===== src/rtl/mem_stage_pkg.sv =====
// Shared types, opcode constants and byte-lane helpers for the memory stage.
// Covers store lane/data generation and load sign/zero extension.
package mem_stage_pkg;

    localparam int REG_COUNT     = 32;
    localparam int RF_ADDR_WIDTH = $clog2(REG_COUNT);

    localparam logic [6:0] OPC_LOAD   = 7'b0000011;
    localparam logic [6:0] OPC_STORE  = 7'b0100011;
    localparam logic [6:0] OPC_OP     = 7'b0110011;
    localparam logic [6:0] OPC_OP_IMM = 7'b0010011;
    localparam logic [6:0] OPC_LUI    = 7'b0110111;
    localparam logic [6:0] OPC_AUIPC  = 7'b0010111;
    localparam logic [6:0] OPC_JAL    = 7'b1101111;
    localparam logic [6:0] OPC_JALR   = 7'b1100111;

    localparam logic [2:0] F3_B  = 3'b000;
    localparam logic [2:0] F3_H  = 3'b001;
    localparam logic [2:0] F3_W  = 3'b010;
    localparam logic [2:0] F3_BU = 3'b100;
    localparam logic [2:0] F3_HU = 3'b101;

    typedef struct packed {
        logic                     valid;
        logic [6:0]               opcode;
        logic [2:0]               funct3;
        logic [RF_ADDR_WIDTH-1:0] rd;
        logic [31:0]              opr_res;
        logic [31:0]              store_data;
    } mem_stage_in_t;

    typedef struct packed {
        logic                     valid;
        logic [RF_ADDR_WIDTH-1:0] rd;
        logic                     rd_we;
        logic [31:0]              rd_data;
        logic                     misaligned;
    } mem_stage_out_t;

    typedef enum logic [1:0] {
        IDLE,
        REQ,
        WAIT
    } state_t;

    function automatic logic writes_rd(input logic [6:0] op);
        logic w;
        w = 1'b0;
        case (op)
            OPC_OP, OPC_OP_IMM, OPC_LUI, OPC_AUIPC,
            OPC_JAL, OPC_JALR, OPC_LOAD: w = 1'b1;
            default:                     w = 1'b0;
        endcase
        return w;
    endfunction

    function automatic logic is_misaligned(input logic [2:0] f3,
                                           input logic [1:0] off);
        logic m;
        m = 1'b0;
        case (f3[1:0])
            2'b01:   m = off[0];
            2'b10:   m = (off != 2'b00);
            default: m = 1'b0;
        endcase
        return m;
    endfunction

    function automatic logic [3:0] store_be(input logic [2:0] f3,
                                            input logic [1:0] off);
        logic [3:0] be;
        be = 4'b1111;
        case (f3[1:0])
            2'b00:   be = 4'b0001 << off;
            2'b01:   be = 4'b0011 << {off[1], 1'b0};
            default: be = 4'b1111;
        endcase
        return be;
    endfunction

    function automatic logic [31:0] store_wdata(input logic [2:0]  f3,
                                                input logic [31:0] data);
        logic [31:0] w;
        w = data;
        case (f3[1:0])
            2'b00:   w = {4{data[7:0]}};
            2'b01:   w = {2{data[15:0]}};
            default: w = data;
        endcase
        return w;
    endfunction

    function automatic logic [31:0] load_extend(input logic [2:0]  f3,
                                                input logic [1:0]  off,
                                                input logic [31:0] rdata);
        logic [31:0] s;
        logic [31:0] r;
        s = rdata >> {off, 3'b000};
        r = rdata;
        case (f3)
            F3_B:    r = {{24{s[7]}}, s[7:0]};
            F3_BU:   r = {24'h0, s[7:0]};
            F3_H:    r = {{16{s[15]}}, s[15:0]};
            F3_HU:   r = {16'h0, s[15:0]};
            F3_W:    r = rdata;
            default: r = rdata;
        endcase
        return r;
    endfunction

endpackage


===== src/rtl/mem_stage.sv =====
// Memory pipeline stage: issues one data-memory access per load/store and
// registers the writeback bundle; non-memory results pass straight through.
import mem_stage_pkg::*;

module mem_stage #(
    parameter int DATA_WIDTH    = 32,
    parameter int NUM_REGISTERS = 32
) (
    input  logic                      clk,
    input  logic                      rst,
    input  mem_stage_in_t             mem_stage_in,
    output mem_stage_out_t            mem_stage_out,
    output logic                      stall,
    output logic                      dmem_req_valid,
    input  logic                      dmem_req_ready,
    output logic [DATA_WIDTH-1:0]     dmem_addr,
    output logic                      dmem_we,
    output logic [DATA_WIDTH/8-1:0]   dmem_be,
    output logic [DATA_WIDTH-1:0]     dmem_wdata,
    input  logic                      dmem_rsp_valid,
    input  logic [DATA_WIDTH-1:0]     dmem_rsp_rdata
);

    localparam int ADDRESS_WIDTH = $clog2(NUM_REGISTERS);

    state_t     state;
    logic       is_load;
    logic       is_store;
    logic       is_mem;
    logic       misal;
    logic       done;
    logic       rd_nz;
    logic [1:0] off;

    assign off      = mem_stage_in.opr_res[1:0];
    assign is_load  = (mem_stage_in.opcode == OPC_LOAD);
    assign is_store = (mem_stage_in.opcode == OPC_STORE);
    assign is_mem   = is_load | is_store;
    assign misal    = is_mem & is_misaligned(mem_stage_in.funct3, off);
    assign rd_nz    = (mem_stage_in.rd != ADDRESS_WIDTH'(0));

    assign done = ((state == REQ) && dmem_we && dmem_req_ready)
                | ((state == WAIT) && dmem_rsp_valid);

    assign stall = mem_stage_in.valid & is_mem & ~misal & ~done;

    // Request fields are captured on entry to REQ so they stay put while
    // the memory withholds ready.
    always_ff @(posedge clk) begin
        if (rst) begin
            state          <= IDLE;
            dmem_req_valid <= 1'b0;
            dmem_addr      <= '0;
            dmem_we        <= 1'b0;
            dmem_be        <= '0;
            dmem_wdata     <= '0;
            mem_stage_out  <= '0;
        end else begin
            mem_stage_out <= '0;
            unique case (state)
                IDLE: begin
                    if (mem_stage_in.valid && is_mem && !misal) begin
                        state          <= REQ;
                        dmem_req_valid <= 1'b1;
                        dmem_addr      <= {mem_stage_in.opr_res[31:2], 2'b00};
                        dmem_we        <= is_store;
                        dmem_be        <= is_store
                                          ? store_be(mem_stage_in.funct3, off)
                                          : 4'b0000;
                        dmem_wdata     <= is_store
                                          ? store_wdata(mem_stage_in.funct3,
                                                        mem_stage_in.store_data)
                                          : 32'h0;
                    end else if (mem_stage_in.valid) begin
                        mem_stage_out.valid      <= 1'b1;
                        mem_stage_out.rd         <= mem_stage_in.rd;
                        mem_stage_out.rd_we      <= !is_mem && rd_nz &&
                                                    writes_rd(mem_stage_in.opcode);
                        mem_stage_out.rd_data    <= is_mem ? 32'h0
                                                           : mem_stage_in.opr_res;
                        mem_stage_out.misaligned <= misal;
                    end
                end
                REQ: begin
                    if (dmem_req_ready) begin
                        dmem_req_valid <= 1'b0;
                        if (dmem_we) begin
                            state               <= IDLE;
                            mem_stage_out.valid <= 1'b1;
                            mem_stage_out.rd    <= mem_stage_in.rd;
                        end else begin
                            state <= WAIT;
                        end
                    end
                end
                WAIT: begin
                    if (dmem_rsp_valid) begin
                        state                 <= IDLE;
                        mem_stage_out.valid   <= 1'b1;
                        mem_stage_out.rd      <= mem_stage_in.rd;
                        mem_stage_out.rd_we   <= rd_nz;
                        mem_stage_out.rd_data <= load_extend(mem_stage_in.funct3,
                                                             off, dmem_rsp_rdata);
                    end
                end
                default: state <= IDLE;
            endcase
        end
    end

endmodule


===== config.mk =====
export PLATFORM = sky130hd
export DESIGN_NAME = mem_stage
export DESIGN_NICKNAME = d
export VERILOG_FILES = /design/src/rtl/mem_stage_pkg.sv /design/src/rtl/mem_stage.sv
export SDC_FILE = /design/constraint.sdc
export NUM_CORES = 1
export LEC_CHECK = 0
export BUFFER_PORTS_ARGS = -buffer_cell sky130_fd_sc_hd__buf_4
export CAP_MARGIN = 5
export CORE_MARGIN = 3
export CORE_UTILIZATION = 43
export CTS_CLUSTER_SIZE = 40
export DETAILED_ROUTE_END_ITERATION = 7
export PLACE_DENSITY = 0.74
export REMOVE_ABC_BUFFERS = 1
export SLEW_MARGIN = 10
export SYNTH_ARGS = -nofsm -noshare
export SYNTH_HDL_FRONTEND = slang
export SYNTH_SLANG_ARGS = --single-unit

===== constraint.sdc =====
create_clock -name clk -period 1.6 [get_ports clk]
set_input_delay 0.08 -clock clk [delete_from_list [all_inputs] [get_ports clk]]
set_output_delay 0.08 -clock clk [all_outputs]
set_load 0.03 [all_outputs]

==> out/results.tsv, run 1 <==
stage	metric	value	unit
worst_setup_path	cp_max_fo	16	
run	cap_violations	0	
floorplanning	io_pins	227	
global_routing	track_usage	28.6	%
sta	rsz0062_at_grt	true	
worst_setup_path	startpoint_type	flop	
worst_setup_path	cp_data_required_time	1890	ps
logic_synthesis	synth_top_cell_area_share	43.0	%
pwr	leakagePower	3.73	nW
cts	cts_max_level	3	
worst_setup_path	path_delay_family	buffers and inverters	
cells_and_area	final_nets	957	
placement	place_ws	-471	ps
sta	worst_slack	-108	ps
pwr	power	6.40	mW
drt	dr.pass1.iters	5	
drt	wire_per_inst	21.5	um
placement	hpwl	14.1	mm
logic_synthesis	ys_warn_count	0	
floorplanning	die_y	115	um
pwr	peakVddDrop	0.505	mV
worst_setup_path	startpoint	state[0]	
global_routing	antenna_found_initial	0	
cts	clk_path_buf_depth	2	
drt	final_antenna_net_count	0	
sta	period_share	107	%
global_routing	grt_max_degree	40	
logic_synthesis	syn-instance-count	543	
worst_setup_path	cpMaxStageDelayCell	or3b_4	
worst_setup_path	crit_arrival	2000	ps
cells_and_area	drive_above_1_share	48.7	%
min_path	min_from	mem_stage_in[29]	
floorplanning	rows	39	
logic_synthesis	synth_area_leader_cell	dfxtp_1	
drt	routed_wl	21.2	mm
sta	max_freq	0.585	GHz
sta	fin_crit	1710	ps
worst_setup_path	r2r_start	state[0]	
logic_synthesis	synth_seq_cells	110	
logic_synthesis	ys_seq_area_share	43.0	%
worst_setup_path	endpoint_kind	flop	
cells_and_area	final_cell_mix	271 x buf_4, 108 x dfxtp_1, 39 x nand4_1, 39 x dlygate4sd3_1, 36 x a21oi_1	
run_status	status	finished with violations	
logic_synthesis	synth-async-reset-ratio	0	%
cells_and_area	areaGrowthSynthToFinish	73.5	%
sta	final_hold_viol_count	1	
logic_synthesis	ys.flop_type	dfxtp_1	
global_routing	grt_pass1_wl	30.0	mm
sta	clock_skew	7.13	ps
drt	via_per_inst	6.04	
drt	drt_iter0_markers	472	
worst_setup_path	cp_common_cell	buf_6	
sta	whs	-5.86	ps
floorplanning	core_area	0.0115	mm2
cells_and_area	diodes	0	
sta	slew_violations	0	
logic_synthesis	synth.distinct_cells	59	
placement	port_buffers	224	
drt	route.detailed.drc	0	
global_routing	first_global_vias	5798	
worst_setup_path	worst-path-buf-inv	3	
cts	worst_skew_pair.late_latency	350	ps
cts	cts_root_buf	clkbuf_16	
cts	clock_sinks	110	
cells_and_area	final_common_cell	buf_4	
drt	vias	5935	
cells_and_area	postLayoutCellArea	0.00888	mm2
run_status	violations	hold timing, setup timing	
min_path	hold_class	primary input to flop	
logic_synthesis	ys_top_cells_by_area	dfxtp_1 43%, nand4_1 4.8%, o2bb2ai_1 4.5%	
logic_synthesis	synth_edf_count	0	
placement	place_area	0.00719	mm2
cts	clkTransAtPathRegs	70	ps
logic_synthesis	synth_area	0.00512	mm2
pwr	p_per_area	720	mW/mm2
sta	tightestPinTransition	978	ps
floorplanning	die_area	0.0132	mm2
cts	cts_inserted_buffers	9	
cts	cts_tree	yes	
sta	fin_tns_setup	-2050	ps
global_routing	grt_overflow	0	
worst_setup_path	crit_chain	buf_6 > or3b_4 > buf_6 > a21oi_4 > buf_12 > a22o_1 > a21o_1	
sta	relSlewSlack	34.7	%
worst_setup_path	path_class	flop to flop	
logic_synthesis	syn_avg_cell_area	9.42	um2
floorplanning	fp.dieW	115	um
worst_setup_path	max_stage_delay	410	ps
floorplanning	start_util	44.4	%
sta	finalSetupViolCount	45	
placement	globalplace.congestion	0.911	
[cell families after synthesis]
kind of cell | synth area share, %
and+or+nand+nor | 17.5
muxes | 4.55
AOI/OAI and AO/OA | 28.2
DFF | 43.0
adders and majority gates | 0.978
other | 0.0733
buffers and inverters | 5.67
[power by group]
group / switching (mW) / internal [mW]
Clock: 0.968 / 1.35
Sequential: 0.0177 / 2.78
Combinational: 0.686 / 0.594
Total: 1.67 / 4.72
[cell usage after synthesis, types with 12 or more instances]
library cell  number
a21o_1            17
a21oi_1           45
a221o_1           14
a22o_1            18
a22oi_1           22
buf_2             19
clkbuf_1          28
dfxtp_1          110
mux2i_1           12
nand2_1           15
nand3b_1          14
nand4_1           39
nor2_1            34
o2bb2ai_1         26
o31ai_1           30
[worst paths after layout]
path	to	slack, ps	depth (start not counted)
max	mem_stage_out[23]	-110	7
max reg2reg	mem_stage_out[23]	-110	7
min reg2reg	dmem_wdata[15]	470	1
min	dmem_wdata[29]	-6	3
[final cells by class]
type	count	area, um2
Clock buffer	11	233
Inverter	6	25.0
Timing Repair Buffer	336	2850
Tap cell	143	179
Fill cell	786	2640
Sequential cell	110	2200
Multi-Input combinational cell	374	3320
Clock inverter	2	60.1
[through the flow]
| stage | util (%) | cells | hold WS (ps) |
|---|---|---|---|
| 2_1_floorplan | - | 488 | 149 |
| 3_3_place_gp | 62.4 | 909 | 310 |
| 3_5_place_dp | 62.4 | 909 | 313 |
| 4_1_cts | 71.5 | 970 | 2.06 |
| 5_1_grt | 77.1 | 982 | 5.78 |
| 6_report | 77.1 | 982 | -5.86 |
[state kept, by name (all words and copies together), names as in the netlist]
register,cells
mem_stage_out,40
dmem_wdata,32
dmem_addr,30
dmem_be,4
state,2
dmem_req_valid,1
dmem_we,1
[worst reg2reg max path: stages (launching register included)]
cell and delay (ps):
dfxtp_2 340, buf_6 130, or3b_4 410, buf_6 160
a21oi_4 160, buf_12 170, a22o_1 160, a21o_1 130
[routing by layer]
metal | part of all wire, % | up-vias | track usage (%)
met3 | 8.6 | 64 | 6.11
li1 | - | 2679 | -
met4 | 4.1 | 0 | 14.9
met2 | 50 | 341 | 48.9
met1 | 38 | 2851 | 33.7
met5 | 0 | - | 0
[what timing repair did]
| action | 4_1_cts | 5_1_grt |
|---|---|---|
| pin swaps | 22 | 48 |
| gates cloned | 2 | 4 |
| endpoints found under the setup margin | 87 | 102 |
| buffers inserted | 8 | 8 |
| resized for setup | 58 | 82 |
| endpoints found under the hold margin | 27 | 1 |
| hold buffers | 38 | 1 |
No activity file was read; power rests on OpenSTA's default activity.
==> inputs of run 2 (changes only) <==
--- a/config.mk
+++ b/config.mk
@@ -7,12 +7,13 @@
 export LEC_CHECK = 0
 export BUFFER_PORTS_ARGS = -buffer_cell sky130_fd_sc_hd__buf_4
 export CAP_MARGIN = 5
-export CORE_MARGIN = 3
+export CORE_MARGIN = 1.5
 export CORE_UTILIZATION = 43
 export CTS_CLUSTER_SIZE = 40
 export DETAILED_ROUTE_END_ITERATION = 7
 export PLACE_DENSITY = 0.74
 export REMOVE_ABC_BUFFERS = 1
+export SETUP_SLACK_MARGIN = 0.3
 export SLEW_MARGIN = 10
 export SYNTH_ARGS = -nofsm -noshare
 export SYNTH_HDL_FRONTEND = slang
==> run 2 against run 1 <==
Effect of this change:
- the flow finishes with violations (DRC, setup timing)
- sequential power barely moved
- non-clock buffer count up 14
- clock skew rose by 2.8 ps
- critical path type unchanged
==> out/results.tsv, run 2 (same netlist as run 1, synthesis figures left out) <==
stage	metric	value	unit
sta	rsz0062_at_grt	true	
placement	place_ws	-182	ps
cells_and_area	final_cell_mix	271 x buf_4, 108 x dfxtp_1, 43 x dlygate4sd3_1	
cts	cts_inserted_buffers	9	
placement	hpwl	14.0	mm
cells_and_area	final_nets	970	
floorplanning	io_pins	227	
sta	max_freq	0.600	GHz
cells_and_area	drive_above_1_share	50.2	%
sta	fin_crit	1670	ps
drt	wire_per_inst	21.7	um
cells_and_area	regMostFlops	mem_stage_out	
cts	cts_max_level	3	
cells_and_area	largest_reg_flops	40	
cts	worst_skew_pair.late_latency	350	ps
cells_and_area	utilization	79.4	%
run_status	status	finished with violations	
cts	cts_root_buf	clkbuf_16	
worst_setup_path	cp_common_cell	buf_4	
cells_and_area	postLayoutCellArea	0.00915	mm2
floorplanning	start_util	44.4	%
global_routing	grt_max_degree	34	
floorplanning	fp.dieW	112	um
cells_and_area	final_common_cell	buf_4	
drt	final_antenna_net_count	0	
drt	drt_iter0_markers	686	
global_routing	first_global_vias	6200	
drt	routed_wl	21.6	mm
global_routing	antenna_found_initial	0	
run	cap_violations	0	
sta	worst_slack	-66.8	ps
cells_and_area	reg_top3	mem_stage_out (40), dmem_wdata (32), dmem_addr (30)	
sta	finalSetupViolCount	25	
pwr	power	6.40	mW
global_routing	grt_overflow	0	
cts	clock_sinks	110	
global_routing	track_usage	33.0	%
placement	place_area	0.00729	mm2
cells_and_area	areaGrowthSynthToFinish	78.7	%
floorplanning	die_area	0.0126	mm2
placement	port_buffers	224	
cts	clkTransAtPathRegs	70	ps
worst_setup_path	r2r_slack	-70	ps
worst_setup_path	cpMaxStageDelayCell	or4b_4	
placement	globalplace.congestion	0.911	
sta	tightestPinTransition	993	ps
cells_and_area	diodes	0	
cts	clk_path_buf_depth	2	
worst_setup_path	max_stage_delay	560	ps
run_status	violations	DRC, setup timing	
worst_setup_path	crit_chain	or4b_4 > buf_4 > nor2_4 > buf_4 > buf_16 > a211o_1	
floorplanning	core_area	0.0115	mm2
pwr	p_per_area	700	mW/mm2
sta	final_hold_viol_count	0	
floorplanning	die_y	112	um
worst_setup_path	crit_arrival	1950	ps
floorplanning	rows	39	
worst_setup_path	cp_data_required_time	1890	ps
pwr	leakagePower	3.87	nW
worst_setup_path	path_class	flop to flop	
drt	via_per_inst	6.16	
sta	slew_violations	0	
worst_setup_path	startpoint_type	flop	
cts	cts_tree	yes	
min_path	hold_class	primary input to flop	
global_routing	grt_pass1_wl	32.7	mm
placement	placed_cells	914	
cells_and_area	layout.cells.non_filler	998	
sta	period_share	104	%
drt	dr.pass1.iters	8	
worst_setup_path	endpoint_kind	flop	
drt	route.detailed.drc	20	
pwr	peakVddDrop	0.585	mV
sta	relSlewSlack	33.7	%
worst_setup_path	cp_max_fo	7	
sta	clock_skew	9.90	ps
drt	vias	6149	
## run 2: cell count changes in the layout (fill, tap and decap cells not counted), sizes merged
cell | previous run | this run
buf | 294 | 306
bufinv | 2 | 1
clkbuf | 14 | 11
clkinv | 0 | 3
clkinvlp | 0 | 1
dlygate4sd3 | 39 | 43
inv | 6 | 7
nand3 | 8 | 7
## run 2: worst max-delay path, delay by kind of cell, from the launching register on
kind,cells,cell delay [ps]
AND/OR/NAND/NOR,2,640
buffers and inverters,3,450
flip-flops,1,370
AO/OA/AOI/OAI,1,150
## run 2: timing repair
action / in CTS / in global routing
endpoints found under the hold margin: 33 / 1
gates resized for setup: 122 / 30
pin swaps: 60 / 23
cloned: 7 / 1
buffers inserted: 15 / 2
hold buffers: 42 / 1
setup endpoints to repair: 109 / 110
## run 2: where the power goes
group,switching [mW],total (mW),internal (mW),leakage (nW)
sequential,0.0175,2.79,2.78,0.894
clock,1.03,2.25,1.21,0.143
combinational,0.709,1.36,0.655,2.83
total,1.76,6.40,4.65,3.87
## run 2: worst paths after layout
| kind | start | end | cells past startpoint |
|---|---|---|---|
| setup / recovery | state[1] | mem_stage_out[16] | 6 |
| hold / removal | mem_stage_in[61] | dmem_addr[29] | 3 |
| setup reg to reg | state[1] | mem_stage_out[16] | 6 |
| hold reg to reg | dmem_wdata[17] | dmem_wdata[17] | 1 |
## run 2: per-stage QoR
| step | TNS [ps] | hold slack, ps |
|---|---|---|
| finish | -918 | 3.44 |
| global route | -3340 | 3.46 |
| CTS | -338 | 0.441 |
| detailed placement | -8170 | 317 |
| global placement | -2290 | 308 |
| floorplan | -107670 | 149 |
## run 2: layout make-up
cell class | count | area [um2]
clock buffers | 10 | 229
inverters | 6 | 22.5
repair buffers | 350 | 3100
fillers | 708 | 2370
well taps | 143 | 179
clock inverters | 6 | 61.3
multi-input cells | 373 | 3340
flip-flops and latches | 110 | 2210
## run 2: metal layers
metal  share of wire (%)  routed length [um]  GRT usage (%)
met4                 3.6                 790           16.6
met1                  38                8250           39.4
met2                  49               10700           55.9
met3                 8.9                1930           7.56
met5                   0                   0              0
